File: config.mk
export PLATFORM = sky130hd
export DESIGN_NAME = clk_div_prog
export DESIGN_NICKNAME = d
export VERILOG_FILES = /design/src/rtl/clk_div_prog.sv
export SDC_FILE = /design/constraint.sdc
export NUM_CORES = 1
export LEC_CHECK = 0
export ABC_AREA = 1
export CAP_MARGIN = 5
export CORE_ASPECT_RATIO = 1.75
export CORE_MARGIN = 3
export CORE_UTILIZATION = 42
export CTS_CLUSTER_DIAMETER = 30
export CTS_CLUSTER_SIZE = 16
export DETAILED_ROUTE_END_ITERATION = 12
export PLACE_DENSITY = 0.65
export SLEW_MARGIN = 20
export SYNTH_ARGS = -nofsm -noshare
export SYNTH_HDL_FRONTEND = slang
export SYNTH_SLANG_ARGS = --single-unit
File: constraint.sdc
create_clock -name clk -period 2.29 [get_ports clk]
set_input_delay 0.229 -clock clk [delete_from_list [all_inputs] [get_ports clk]]
set_output_delay 0.229 -clock clk [all_outputs]
set_load 0.05 [all_outputs]
File: src/rtl/clk_div_prog.sv
// clk_div_prog: programmable 50%-duty clock divider, odd and even N,
// glitch-free divisor update at period boundaries.
// Ports: clk, rst_n (async low), en, load, div_val -> div_out, cur_div,
// upd (apply pulse), err (sticky illegal load). Optional CLK_DIV_PULSE_EN
// adds div_pulse, a one-cycle same-domain strobe per output period.
module clk_div_prog #(
  parameter int WIDTH       = 8,
  parameter int DEFAULT_DIV = 5
) (
  input  logic             clk,
  input  logic             rst_n,
  input  logic             en,
  input  logic             load,
  input  logic [WIDTH-1:0] div_val,
  output logic             div_out,
  output logic [WIDTH-1:0] cur_div,
  output logic             upd,
  output logic             err
`ifdef CLK_DIV_PULSE_EN
  ,
  output logic             div_pulse
`endif
);

  localparam logic [WIDTH-1:0] DEF = WIDTH'(DEFAULT_DIV);
  localparam logic [WIDTH-1:0] MIN = WIDTH'(2);
  localparam logic [WIDTH-1:0] ONE = WIDTH'(1);

  logic [WIDTH-1:0] cnt;
  logic [WIDTH-1:0] shadow;
  logic [WIDTH-1:0] half;
  logic [WIDTH-1:0] last;
  logic             pos_q;
  logic             neg_q;
  logic             pending;
  logic             run;
  logic             bnd;
  logic             low;

  assign half = cur_div >> 1;
  assign last = cur_div - ONE;
  // A started period always completes, even after en drops.
  assign run  = en | (cnt != '0);
  assign bnd  = (cnt == last);
  assign low  = (div_val < MIN);

  always_ff @(posedge clk or negedge rst_n) begin
    if (!rst_n) begin
      cnt     <= '0;
      pos_q   <= 1'b0;
      cur_div <= DEF;
      shadow  <= '0;
      pending <= 1'b0;
      upd     <= 1'b0;
      err     <= 1'b0;
    end else begin
      upd <= bnd & pending;
      if (bnd) begin
        cnt   <= '0;
        pos_q <= 1'b0;
        if (pending)
          cur_div <= shadow;
      end else if (run) begin
        cnt   <= cnt + ONE;
        pos_q <= (cnt < half);
      end else begin
        cnt   <= '0;
        pos_q <= 1'b0;
      end
      // A load on the boundary cycle re-arms pending after the apply.
      if (load) begin
        shadow  <= low ? MIN : div_val;
        pending <= 1'b1;
      end else if (bnd) begin
        pending <= 1'b0;
      end
      err <= err | (load & low);
    end
  end

  // Half-cycle extension only for odd N; masking here keeps div_out
  // a single OR of two flops.
  always_ff @(negedge clk or negedge rst_n) begin
    if (!rst_n)
      neg_q <= 1'b0;
    else
      neg_q <= pos_q & cur_div[0];
  end

  assign div_out = pos_q | neg_q;

`ifdef CLK_DIV_PULSE_EN
  assign div_pulse = rst_n & en & (cnt == '0);
`endif

endmodule

# == Word level (Yosys, flattened, before mapping) ==
# Cells that the tools add are included.
# totals
output_inout_bits,11
elab_cells,29
reg_bits,29
# classes
mux,7
n_addsub,2
n_eq_ne,1
n_bitwise,6
reduce_logical,3
order_cmp,2
# ops
cell,count
$mux 8,3
$add 8x1->8 const B,1
$eq 8x8->1,1
$lt 8x2->1 const B,1
$lt 8x7->1,1
$reduce_bool 8->1,1
$sub 8x1->8 const B,1
$mux 1,4
$and 1x1->1,3
$or 1x1->1,3
$reduce_and 2->1,1
$reduce_bool 2->1,1

# == Longest topological paths before layout ==
# depth
word_depth,4
mapped_depth,13
ltp_nobuf,13

==> impl_metrics.json <==
{
  "yosys.area.top_type": "dfrtp_1",
  "worst_setup_path_start_kind": "flop",
  "grt_overflow": 0,
  "diodes": 0,
  "status": "finished, violations left",
  "routed_wl_mm": 4.150,
  "setup_violations": 1,
  "nets": 290,
  "crit_arrival_ps": 2130,
  "critPathTopFamily": "flip-flops",
  "worstReg2RegStart": "cur_div[0]$_DFFE_PN1P_",
  "fillCellCount": 411,
  "register_area_um2": 728.2,
  "synthesis.area_um2": 1893,
  "post-dp-hpwl_mm": 3.248,
  "place_congestion": 0.8150,
  "final_max_slew_viol_count": 0,
  "holdCritStartpoint": "shadow[3]$_DFFE_PN0P_",
  "synth_xor_area_share_pct": 5.354,
  "critical_path_required_ps": 2060,
  "yosys_warnings": 0,
  "numCtsBuffers": 5,
  "crit_path_end_kind": "primary output",
  "crit_type": "reg2out",
  "synth-seq-area-share_pct": 38.47,
  "synth-edff-count": 0,
  "hold_path_class": "reg2reg",
  "final_core_util_pct": 53.30,
  "grt_pass1_vias": 1582,
  "dieArea_um2": 5381,
  "synth.net_count": 265,
  "fin_tns_setup_ps": -69.77,
  "layout_setup_ws_ps": -69.77,
  "rows": 31,
  "htreeDepth": 2,
  "cp_num_buf_inv": 1,
  "tightest_slew_ps": 499.1,
  "placed_cells": 311,
  "synth_mux_area_share_pct": 0,
  "cts_buffer_depth": 2,
  "stdcell_count": 319,
  "insertion_delay_ps": 290,
  "cts_setup_buffers": 0,
  "holdPathStages": 2,
  "max_slew_margin_pct": 66.62,
  "wl_per_cell_um": 13.01,
  "slowest_delay_ps": 320,
  "p_leak_nw": 1.202,
  "grt_max_degree": 29,
  "ios": 23,
  "yosys-top-cells-area": "dfrtp_1, nand2_1, ha_1",
  "crit_fanout": 1,
  "min_to": "shadow[3]$_DFFE_PN0P_",
  "vias": 1569,
  "synthTopCellsByCount": "nand2_1, inv_1, dfrtp_1",
  "power_density_nw_per_um2": 822.2,
  "die_w_um": 56.75,
  "areaGrowthSynthToFinish_pct": 19.03,
  "cap_violations": 0,
  "drive_gt1_share_pct": 15.19,
  "grt_pass1_wl_mm": 7.169,
  "firstDrtPassIters": 4,
  "slowest_stage": "dfrtn_1",
  "ant_nets": 0,
  "cts.sinks": 29,
  "clockRootBuffer": "clkbuf_8",
  "synth-compound-area-share_pct": 2.644,
  "syn_inst": 244,
  "hold_viol_final": 0,
  "post-synth-top-count-cell": "nand2_1",
  "initial_core_util_pct": 44.78,
  "antenna_found_initial": 0,
  "die_h_um": 94.82,
  "skew_ps": 8.267,
  "synth_ff_type": "dfrtp_1",
  "ys_ff_latch": 29,
  "syn_avg_cell_area_um2": 7.758,
  "async_flop_share_pct": 100.0,
  "routed_via_density": 4.918,
  "grt_setup_unrepaired": "yes",
  "crit_chain": "or2_4, buf_8",
  "portBuffers": 22,
  "r2r_cells": 11,
  "synth_top_family_by_area": "simple AND/OR/NAND/NOR gates",
  "core_um2": 4228,
  "r2r-end": "cnt[0]$_DFF_PN0_",
  "ys_types": 34,
  "cts.clk_slew.worst_paths_ps": 70,
  "drc": 0,
  "vdd_drop_max_uv": 626.8,
  "failed_checks": "setup timing",
  "synth_fa_ha_area_share_pct": 5.948,
  "drtIter0Drc": 40,
  "regToRegSetupSlack_ps": 320,
  "synth_top_area_share_pct": 34.37,
  "cts_tree": "built",
  "synthSimpleGateAreaFrac_pct": 39.46,
  "grt_usage_pct": 17.32,
  "multi_input_area_um2": 1013
}
flip-flops by register name, indices dropped and copies added (netlist names):
name	cells
pos_q	1
neg_q	1
cur_div	8
pending	1
shadow	8
cnt	8
err	1
upd	1
how the worst max path moves through the flow:
| stage | from | endpoint | slack [ps] | cells after the start |
|---|---|---|---|---|
| 2_1_floorplan | neg_q$_DFF_NN0_ | div_out | 220 | 1 |
| 3_5_place_dp | neg_q$_DFF_NN0_ | div_out | 170 | 2 |
| 5_1_grt | neg_q$_DFF_NN0_ | div_out | -90 | 2 |
| 3_3_place_gp | neg_q$_DFF_NN0_ | div_out | 170 | 2 |
| 6_report | neg_q$_DFF_NN0_ | div_out | -70 | 2 |
| 4_1_cts | neg_q$_DFF_NN0_ | div_out | -80 | 2 |
what timing repair did:
item | CTS | global route
cloned | 0 | 0
endpoints found under the setup margin | 1 | 1
hold buffers | 0 | 0
pin swaps | 0 | 0
gates resized for setup | 3 | 0
report_power, final:
part / leakage, nW / switching [mW] / internal [mW] / total [mW]
registers: 0.359 / 0.146 / 0.598 / 0.745
logic: 0.799 / 0.367 / 0.326 / 0.693
clock network: 0.0439 / 0.205 / 0.209 / 0.415
cell type report:
type / instances / share of cell area, %
flip-flops and latches: 29 / 32.32
clock buffers: 5 / 3.054
multi-input cells: 176 / 44.97
repair buffers: 24 / 10.66
inverters: 33 / 5.497
well taps: 49 / 2.721
clock inverters: 3 / 0.7773
routing by layer:
| layer | up-vias | part of all wire (%) | GRT usage, % |
|---|---|---|---|
| met5 | - | 0 | 0 |
| met3 | 8 | 2.6 | 2.462 |
| met1 | 723 | 42 | 19.26 |
| li1 | 815 | - | - |
| met4 | 0 | 2.4 | 7.737 |
| met2 | 23 | 53 | 32.05 |
worst reg2reg max path, stage by stage, from the launching register on:
cell	delay, ps
dfstp_2	570
inv_2	60
ha_1	300
xnor2_1	120
nor2_1	90
nand2_1	80
inv_1	70
nand2_2	90
nor2_8	190
nand2_4	110
nand2_8	110
nor2_2	40
layout by cell type (no fill, tap or decap), types with 4 or more instances in the layout:
| cell | Yosys | layout |
|---|---|---|
| clkdlybuf4s50_1 | 0 | 21 |
| xor2_1 | 4 | 4 |
| nor2_2 | 10 | 10 |
| nand4_1 | 12 | 12 |
| nand2_2 | 6 | 6 |
| clkbuf_8 | 0 | 5 |
| nor2_1 | 17 | 17 |
| o21ai_0 | 4 | 4 |
| inv_2 | 4 | 4 |
| ha_1 | 9 | 9 |
| nand2_1 | 76 | 76 |
| xnor2_1 | 5 | 5 |
| dfrtp_1 | 26 | 26 |
| nand3_1 | 13 | 13 |
| inv_1 | 28 | 28 |
metrics by stage:
step | hold WS, ps | setup WS [ps] | instance area [µm²] | power, mW
floorplan | -66.59 | 222.9 | 1893 | 1.279
global placement | 451.3 | 167.0 | 2157 | 1.418
detailed placement | 459.6 | 165.8 | 2157 | 1.435
CTS | 478.8 | -77.86 | 2253 | 1.880
global route | 510.7 | -85.67 | 2253 | 2.007
finish | 479.1 | -69.77 | 2253 | 1.853
cells by family after synthesis:
group,after synthesis
flops,29
buf+inv,39
xor+xnor,10
fa+ha+maj,9
simple gates,148
compound gates,9
(Power assumes the default switching activity.)
